### src/rtl/switch_pkg.sv
// Shared switch datapath constants: FIFO geometry, per-class default thresholds,
// FIFO_errors bit positions and the FIFO operating-mode encoding.
package switch_pkg;

  localparam int unsigned DATA_WIDTH    = 6;
  localparam int unsigned MF_ADDR_WIDTH = 2;
  localparam int unsigned VC_ADDR_WIDTH = 2;
  localparam int unsigned D_ADDR_WIDTH  = 2;

  localparam int unsigned MF_AF_DEFAULT = (2 ** MF_ADDR_WIDTH) - 1;
  localparam int unsigned MF_AE_DEFAULT = 1;
  localparam int unsigned VC_AF_DEFAULT = (2 ** VC_ADDR_WIDTH) - 1;
  localparam int unsigned VC_AE_DEFAULT = 1;
  localparam int unsigned D_AF_DEFAULT  = (2 ** D_ADDR_WIDTH) - 1;
  localparam int unsigned D_AE_DEFAULT  = 1;

  localparam int unsigned ERR_BIT_MF   = 0;
  localparam int unsigned ERR_BIT_VC0  = 1;
  localparam int unsigned ERR_BIT_VC1  = 2;
  localparam int unsigned ERR_BIT_D0   = 3;
  localparam int unsigned ERR_BIT_D1   = 4;
  localparam int unsigned ERR_BITS     = 5;

  typedef enum logic {
    MODE_RUN  = 1'b0,
    MODE_INIT = 1'b1
  } fifo_mode_t;

endpackage

### src/rtl/fifo_mem.sv
// DEPTH x DATA_WIDTH storage with one write port and one registered read port.
// The array itself is never reset; only the read register is.
module fifo_mem #(
  parameter int unsigned DATA_WIDTH = 6,
  parameter int unsigned ADDR_WIDTH = 2
) (
  input  logic                  clk,
  input  logic                  reset,
  input  logic                  wr_en,
  input  logic [ADDR_WIDTH-1:0] wr_addr,
  input  logic [DATA_WIDTH-1:0] wr_data,
  input  logic                  rd_en,
  input  logic [ADDR_WIDTH-1:0] rd_addr,
  output logic [DATA_WIDTH-1:0] rd_data
);

  logic [DATA_WIDTH-1:0] mem [2**ADDR_WIDTH];

  always_ff @(posedge clk) begin
    if (wr_en) mem[wr_addr] <= wr_data;
  end

  // Read register samples the pre-edge word, so a same-slot write on a full FIFO is safe.
  always_ff @(posedge clk or posedge reset) begin
    if (reset)      rd_data <= '0;
    else if (rd_en) rd_data <= mem[rd_addr];
  end

endmodule

### src/rtl/fifo_umbral.sv
// Synchronous FIFO with programmable almost-full/almost-empty thresholds and an error flag.
// Define FIFO_UMBRAL_ERR_STICKY_EN to make fifo_error hold until reset or init.
module fifo_umbral
  import switch_pkg::*;
#(
  parameter int unsigned DATA_WIDTH = 6,
  parameter int unsigned ADDR_WIDTH = 2,
  parameter int unsigned AF_DEFAULT = (2 ** ADDR_WIDTH) - 1,
  parameter int unsigned AE_DEFAULT = 1
) (
  input  logic                  clk,
  input  logic                  reset,
  input  logic                  init,
  input  logic [ADDR_WIDTH-1:0] af_th,
  input  logic [ADDR_WIDTH-1:0] ae_th,
  input  logic                  wr_en,
  input  logic [DATA_WIDTH-1:0] data_in,
  input  logic                  rd_en,
  output logic [DATA_WIDTH-1:0] data_out,
  output logic                  data_out_valid,
  output logic [ADDR_WIDTH:0]   count,
  output logic                  empty,
  output logic                  full,
  output logic                  almost_full,
  output logic                  almost_empty,
  output logic                  fifo_error
);

  localparam logic [ADDR_WIDTH:0] FULL_COUNT = {1'b1, {ADDR_WIDTH{1'b0}}};

  fifo_mode_t            mode;
  logic [ADDR_WIDTH-1:0] wr_ptr, rd_ptr;
  logic [ADDR_WIDTH-1:0] af_th_q, ae_th_q;
  logic                  push_ok, pop_ok, reject;

  always_comb begin
    mode         = init ? MODE_INIT : MODE_RUN;
    empty        = (count == '0);
    full         = (count == FULL_COUNT);
    almost_full  = (count >= {1'b0, af_th_q});
    almost_empty = (count <= {1'b0, ae_th_q});
    // On full, a simultaneous pop frees the slot so the push is still accepted.
    push_ok      = (mode == MODE_RUN) && wr_en && (!full || rd_en);
    pop_ok       = (mode == MODE_RUN) && rd_en && !empty;
    reject       = (mode == MODE_RUN) && ((wr_en && !push_ok) || (rd_en && !pop_ok));
  end

  fifo_mem #(
    .DATA_WIDTH (DATA_WIDTH),
    .ADDR_WIDTH (ADDR_WIDTH)
  ) u_mem (
    .clk     (clk),
    .reset   (reset),
    .wr_en   (push_ok),
    .wr_addr (wr_ptr),
    .wr_data (data_in),
    .rd_en   (pop_ok),
    .rd_addr (rd_ptr),
    .rd_data (data_out)
  );

  always_ff @(posedge clk or posedge reset) begin
    if (reset) begin
      wr_ptr         <= '0;
      rd_ptr         <= '0;
      count          <= '0;
      data_out_valid <= 1'b0;
      fifo_error     <= 1'b0;
      af_th_q        <= ADDR_WIDTH'(AF_DEFAULT);
      ae_th_q        <= ADDR_WIDTH'(AE_DEFAULT);
    end else if (mode == MODE_INIT) begin
      wr_ptr         <= '0;
      rd_ptr         <= '0;
      count          <= '0;
      data_out_valid <= 1'b0;
      fifo_error     <= 1'b0;
      af_th_q        <= af_th;
      ae_th_q        <= ae_th;
    end else begin
      if (push_ok) wr_ptr <= wr_ptr + ADDR_WIDTH'(1);
      if (pop_ok)  rd_ptr <= rd_ptr + ADDR_WIDTH'(1);
      case ({push_ok, pop_ok})
        2'b10:   count <= count + (ADDR_WIDTH+1)'(1);
        2'b01:   count <= count - (ADDR_WIDTH+1)'(1);
        default: count <= count;
      endcase
      data_out_valid <= pop_ok;
`ifdef FIFO_UMBRAL_ERR_STICKY_EN
      fifo_error     <= fifo_error | reject;
`else
      fifo_error     <= reject;
`endif
    end
  end

endmodule

### config.mk
export PLATFORM = sky130hd
export DESIGN_NAME = fifo_umbral
export DESIGN_NICKNAME = d
export VERILOG_FILES = /design/src/rtl/switch_pkg.sv /design/src/rtl/fifo_mem.sv /design/src/rtl/fifo_umbral.sv
export SDC_FILE = /design/constraint.sdc
export NUM_CORES = 1
export LEC_CHECK = 0
export CAP_MARGIN = 25
export CORE_MARGIN = 5
export CORE_UTILIZATION = 53
export CTS_CLUSTER_SIZE = 10
export DETAILED_ROUTE_END_ITERATION = 8
export PLACE_DENSITY = 0.79
export SLEW_MARGIN = 5
export SYNTH_ARGS = -nofsm -noshare
export SYNTH_HDL_FRONTEND = slang
export SYNTH_SLANG_ARGS = --single-unit
### constraint.sdc
create_clock -name clk -period 2.3 [get_ports clk]
set_input_delay 0.46 -clock clk [delete_from_list [all_inputs] [get_ports clk]]
set_output_delay 0.46 -clock clk [all_outputs]
set_load 0.005 [all_outputs]
Word-level counts from Yosys, hierarchy flattened
Memories as Yosys holds them, arrays and structs flattened. A register that Yosys moved wholly into a read port is not among the register bits.
Cells that the tools add are included.
- bits in registers: 13
- bits in writable memories: 24
- input bits: 15
- output and inout port bits: 15
- logic and storage cells: 46
- memories: 1
- add/sub/neg operators: 4
- order comparisons: 2
- equality and inequality tests: 3
- mux-type cells: 11
- bitwise operators: 1
- reduce and logical (&&, ||, !) cells: 17
- memory list (memory ; depth ; width ; read ports ; clocked after memory_dff ; write ports ; RTL line ; RTL):
    u_mem.mem ; 4 ; 6 ; 1 ; 1 ; 1 ; fifo_mem.sv:17 ; logic [DATA_WIDTH-1:0] mem [2**ADDR_WIDTH];
- operators by type and width (kind ; count):
    $mux W2 ; 4
    $logic_and A1 B1 Y1 ; 7
    $pmux W3 S2 ; 1
    $mux W1 ; 5
    $add A2 B1 Y2 const B ; 2
    $logic_not A1 Y1 ; 4
    $reduce_bool A2 Y1 ; 2
    $add A3 B1 Y3 const B ; 1
    $eq A3 B3 Y1 const B ; 1
    $ge A3 B2 Y1 ; 1
    $le A3 B2 Y1 ; 1
    $logic_not A3 Y1 ; 1
    $mux W3 ; 1
    $reduce_bool A3 Y1 ; 1
    $sub A3 B1 Y3 const B ; 1
    $eq A2 B1 Y1 const B ; 1
    $eq A2 B2 Y1 const B ; 1
    $logic_or A1 B1 Y1 ; 2
    $not A1 Y1 ; 1

Longest topological paths before layout
- word-level depth: 9
- gate-level depth with buffers: 8
- mapped depth without buffers: 8

Hierarchy
Synthesis repeated with hierarchy kept, for this count alone.
- cells, all modules: 145
- area total of the unflattened synthesis: 1960.6 sq um
- modules (own cells, without submodules) (module ; times used ; cells each ; area an instance (sq um) ; sequential area each (sq um)):
    fifo_mem ; 1 ; 63 ; 1136.1 ; 870.8
    fifo_umbral ; 1 ; 82 ; 824.5 ; 329.1

Least setup slack after synthesis
No wires, ideal clock.
- kind: input-to-reg
- start: input port init
- end: register count[2]
- library setup time: 0.088 ns
- arrival time: 2.086 ns
- required time: 2.212 ns
- setup slack: 0.125 ns
- stages on the path: 6
- path buffers: 2
- cell sequence: buf_2 clkbuf_1 nor3_1 fa_1 or4_1 a41oi_1
- word-level cells in the longest chain between the ends: 7
- elaborated cells between the ends (all ways): 11
- classes of those cells: eq/ne: 2; mux: 3; bitwise: 1; reduce/logical: 5
- ends and longest elaborated chain (what ; RTL line ; RTL):
    start: declaration ; fifo_umbral.sv:13 ; input logic init,
    $mux W1 * ; fifo_umbral.sv:37 ; mode = init ? MODE_INIT : MODE_RUN;
    $not A1 Y1 ; fifo_umbral.sv:43, fifo_umbral.sv:44 ;
    $logic_and A1 B1 Y1, on equally long branches (2 in series) ; fifo_umbral.sv:44, fifo_umbral.sv:43 ;
    $eq A2 B1 Y1 / $eq A2 B2 Y1 (equally long branches) ; fifo_umbral.sv:82 ; case ({push_ok, pop_ok})
    $pmux W3 S2 ; fifo_umbral.sv:82 ;
    $mux W3 ; fifo_umbral.sv:71 ; end else if (mode == MODE_INIT) begin
    end signal: assignment ; fifo_umbral.sv:83 ; 2'b10: count <= count + (ADDR_WIDTH+1)'(1);
    end signal: assignment ; fifo_umbral.sv:84 ; 2'b01: count <= count - (ADDR_WIDTH+1)'(1);
    end signal: assignment ; fifo_umbral.sv:85 ; default: count <= count;
    end: declaration ; fifo_umbral.sv:21 ; output logic [ADDR_WIDTH:0] count,
Every way passes the cells marked *; elsewhere a longest branch is shown, timed or not.
A chain may end at the register's enable or synchronous reset.

Worst setup path in the final report
- start: register count[1]
- end: register count[2]
- word-level cells in the longest chain between the ends: 7
- elaborated cells between the ends (all ways): 14
- classes of those cells: add/sub: 2; eq/ne: 3; mux: 2; reduce/logical: 7
- ends and longest elaborated chain (what ; RTL line ; RTL):
    $eq A3 B3 Y1 ; fifo_umbral.sv:39 ; full = (count == FULL_COUNT);
    $logic_not A1 Y1 ; fifo_umbral.sv:43 ; push_ok = (mode == MODE_RUN) && wr_en && (!full || rd_en);
    $logic_or A1 B1 Y1 ; fifo_umbral.sv:43 ;
    $logic_and A1 B1 Y1 ; fifo_umbral.sv:43 ;
    $eq A2 B1 Y1 / $eq A2 B2 Y1 (equally long branches) ; fifo_umbral.sv:82 ;
    $pmux W3 S2 ; fifo_umbral.sv:82 ;
    $mux W3 ; fifo_umbral.sv:71 ;
Parallel ways exist; a longest one is shown, timed or not.

==> results.md <==
| Result | Reported |
|---|---|
| Run status | finished, final reports clean |
| FF+latch count, synth | 43 |
| Multi-input logic area | 713 um2 |
| Antenna Diode Count | 0 |
| Cell Count Post-Placement | 216 |
| Power spent charging and discharging nets | 549 uW |
| Worst stage delay on the critical path | 510 ps |
| VDD IR max | 0.472 mV |
| Vias in the first global route | 1301 |
| Clock latency of the later-clocked register in the worst-skew pair | 300 ps |
| List of cells traversed by the critical path | buf_4 -> nor3_2 -> nand2b_4 -> nor3_1 -> fa_1 -> or4_1 -> a41oi_1 |
| Relative contribution of the clock network to total power | 0.223 |
| Switching portion of total power | 0.268 |
| Num CTS Buffers | 5 |
| Most frequent cells in the layout | clkdlybuf4s50_1 (27), edfxtp_1 (24), dfrtp_1 (15), buf_4 (11), inv_1 (9) |
| Global placer's final weighted congestion | 0.922 |
| Endpoint class of the critical path | flop |
| Post-layout instance count excluding filler cells | 225 |
| Number of synthesized flops with an enable pin | 24 |
| CTS Root Buffer Type | clkbuf_8 |
| Prevailing post-synth register cell | edfxtp_1 |
| Async set or reset register ratio after synthesis | 0.442 |
| Sum of overflow across all layers after global routing | 0 |
| Sequential share of power | 0.482 |
| Share of the clock period used by the worst path after layout | 0.970 |
| Total Negative Setup Slacks | 0 ps |
| Clock-pin slew reported for the worst setup and hold paths after clock tree synthesis | 80 ps |
| Nets | 200 |
| Total via count in the routed design | 1216 |
| Logic pwr share | 0.294 |
| 1st-pass router iterations | 4 |
| First-pass GRT wire length | 6110 um |
| Routed WL | 3650 um |
| Die X | 71.2 um |
| Total power per unit cell area | 831 mW/mm2 |
| DP Worst Slack | -73.4 ps |
| 1st-iter DRT viols | 66 |
| Start-to-end type of the worst setup path | reg -> reg |
| Design Area, Final | 0.00247 mm2 |
| Average footprint of a synthesized cell | 14.7 um2 |
| RSZ-0062 raised after global routing | false |
| Core Box Area | 0.00363 mm2 |
| Final hold violation count | 0 |
| Leading cell type in the layout, fill and taps excluded | clkdlybuf4s50_1 |
| TritonCTS clock tree | built |
| Detailed-routed wire length on met2 | 1910 um |
| Yosys synthesis warning count | 0 |
| Maximum achievable frequency | 448 MHz |
| Library cells used by synthesis | 41 |
| Initial antenna violation count | 0 |
| Share of cells above drive strength 1 | 0.243 |
| Number of design rule violations left after detail routing | 0 |
| Critical Path RT | 2510 ps |
| Summed instance area of the synthesized netlist | 0.00198 mm2 |
| Number of I/O pins | 30 |
| Synth Instances | 135 |
| Number of standard-cell rows in the floorplan | 22 |
| Startpoint type of the worst setup path | flop |
| Detail Route met3 WL | 228 um |
| Cell with the largest stage delay on the worst path | or4_1 |
| Input/output buffers | 29 |
| Fill count | 271 |
| Final worst hold slack | 488 ps |
| Slew HR | 0.668 |
| Post-route core utilization | 0.679 |
| Area Overhead vs Synth | 24.5% |
| Starting density of the core | 0.545 |
| Clock buffer depth | 2 |
| M1 WL | 1450 um |
| DR vias/cell | 5.40 |
| Setup slack of the critical path after layout | 69.6 ps |
| Total power | 2.05 mW |
| Final-report setup violation count | 0 |
| Remaining antenna violation count | 0 |
| Crit path max fanout | 8 |
| Global Route Usage Sum | 0.160 |
| HPWL reported at the end of detailed placement | 2710 um |
| Synthesized netlist net count | 159 |
| Max-cap check violation count | 0 |
| Final number of max-transition violations | 0 |
| Pleak | 0.967 nW |
| Sinks on the clock net | 43 |
| Sequential area share after synthesis | 0.605 |
| Max Used Layer | met4 |
| Pin slew with the least headroom to its limit | 498 ps |
| Fraction of synthesized cell area taken by the top area cell type | 0.364 |
| Largest net degree at the start of global routing | 20 |
| Count of H-tree levels built during CTS | 2 |
| Top cells by area, synth | edfxtp_1 (36%), dfrtp_1 (20%), mux4_2 (6.8%) |
| Quantity of hold-fixing buffers added after cts | 0 |
| Cell type with the highest aggregate area in the netlist | edfxtp_1 |
| Post-Place Cell Area | 0.00237 mm2 |
| Worst clock skew | 4.87 ps |
| Area of the die | 0.00506 mm2 |
| Worst hold-check path type | in -> async |
| Routed length per placed instance | 16.2 um |
| Area of all sequential standard cells | 0.00120 mm2 |
| Cell internal power dissipation | 1.50 mW |
| Worst path arrival time | 2440 ps |
| Vertical die dimension | 71.2 um |
| Tmin final | 2230 ps |
worst paths after layout:
check	from	endpoint	slack, ps	cells past startpoint
max	count[1]	count[2]	70	7
min	reset	u_mem.rd_data[1]	490	3
max reg2reg	count[1]	count[2]	70	7
min reg2reg	u_mem.rd_data[5]	u_mem.rd_data[5]	510	1
max in group asynchronous	reset	af_th_q[1]	1540	3
min in group clk	u_mem.rd_data[5]	u_mem.rd_data[5]	510	1
routing by layer:
layer | track usage | vias to the layer above
li1 | - | 574
met1 | 0.186 | 599
met2 | 0.267 | 36
met3 | 0.0455 | 7
met4 | 0.0835 | 0
met5 | 0 | -
layout make-up:
type | instances | share of cell area
timing repair buffer | 40 | 0.150
sequential | 43 | 0.487
clock buffer | 6 | 0.0294
inverter | 10 | 0.0152
multi-input combinational | 76 | 0.289
clock inverter | 2 | 0.00507
tap | 48 | 0.0243
repair_timing:
item,4_1_cts,5_1_grt
endpoints found under the setup margin,2,1
resized for setup,3,1
setup buffers,1,0
registers in the layout, indices dropped and copies added (netlist names):
register,count
ae_th_q,2
af_th_q,2
count,3
data_out_valid,1
fifo_error,1
rd_ptr,2
u_mem.mem,24
u_mem.rd_data,6
wr_ptr,2
worst max-delay path: cells and delay by family (launching register included):
family          cells  cell delay (ps)
fa+ha+maj           1              400
compound gates      1              170
buf+inv             1              190
simple gates        4              960
flops               1              440
cell families (layout without fill, tap and decap cells):
logic type	count (synthesis)	after routing	synth area share
compound gates	15	15	0.0587
xor+xnor	3	3	0.0133
buf+inv	16	58	0.0372
flops	43	43	0.605
fa+ha+maj	9	9	0.0606
mux	16	16	0.124
simple gates	33	33	0.101
cells in the mapped netlist (3+ instances only):
| library cell | instances |
|---|---|
| a21oi_1 | 3 |
| inv_1 | 9 |
| mux2_2 | 8 |
| nand2_1 | 3 |
| and2_1 | 5 |
| nand3_1 | 5 |
| nor3_1 | 3 |
| dfstp_2 | 3 |
| edfxtp_1 | 24 |
| nor2_1 | 5 |
| mux4_2 | 6 |
| ha_1 | 8 |
| xor2_1 | 3 |
| o21ai_0 | 3 |
| dfrtp_1 | 16 |
power groups by stage:
stage	combinational, mW	clock (mW)	sequential [mW]
5_1_grt	0.656	0.511	1.01
6_report	0.603	0.458	0.989
2_1_floorplan	0.315	0	0.998
3_5_place_dp	0.602	0	1.02
3_3_place_gp	0.579	0	1.01
4_1_cts	0.609	0.471	0.991
Power figures use the tool's default switching activity.
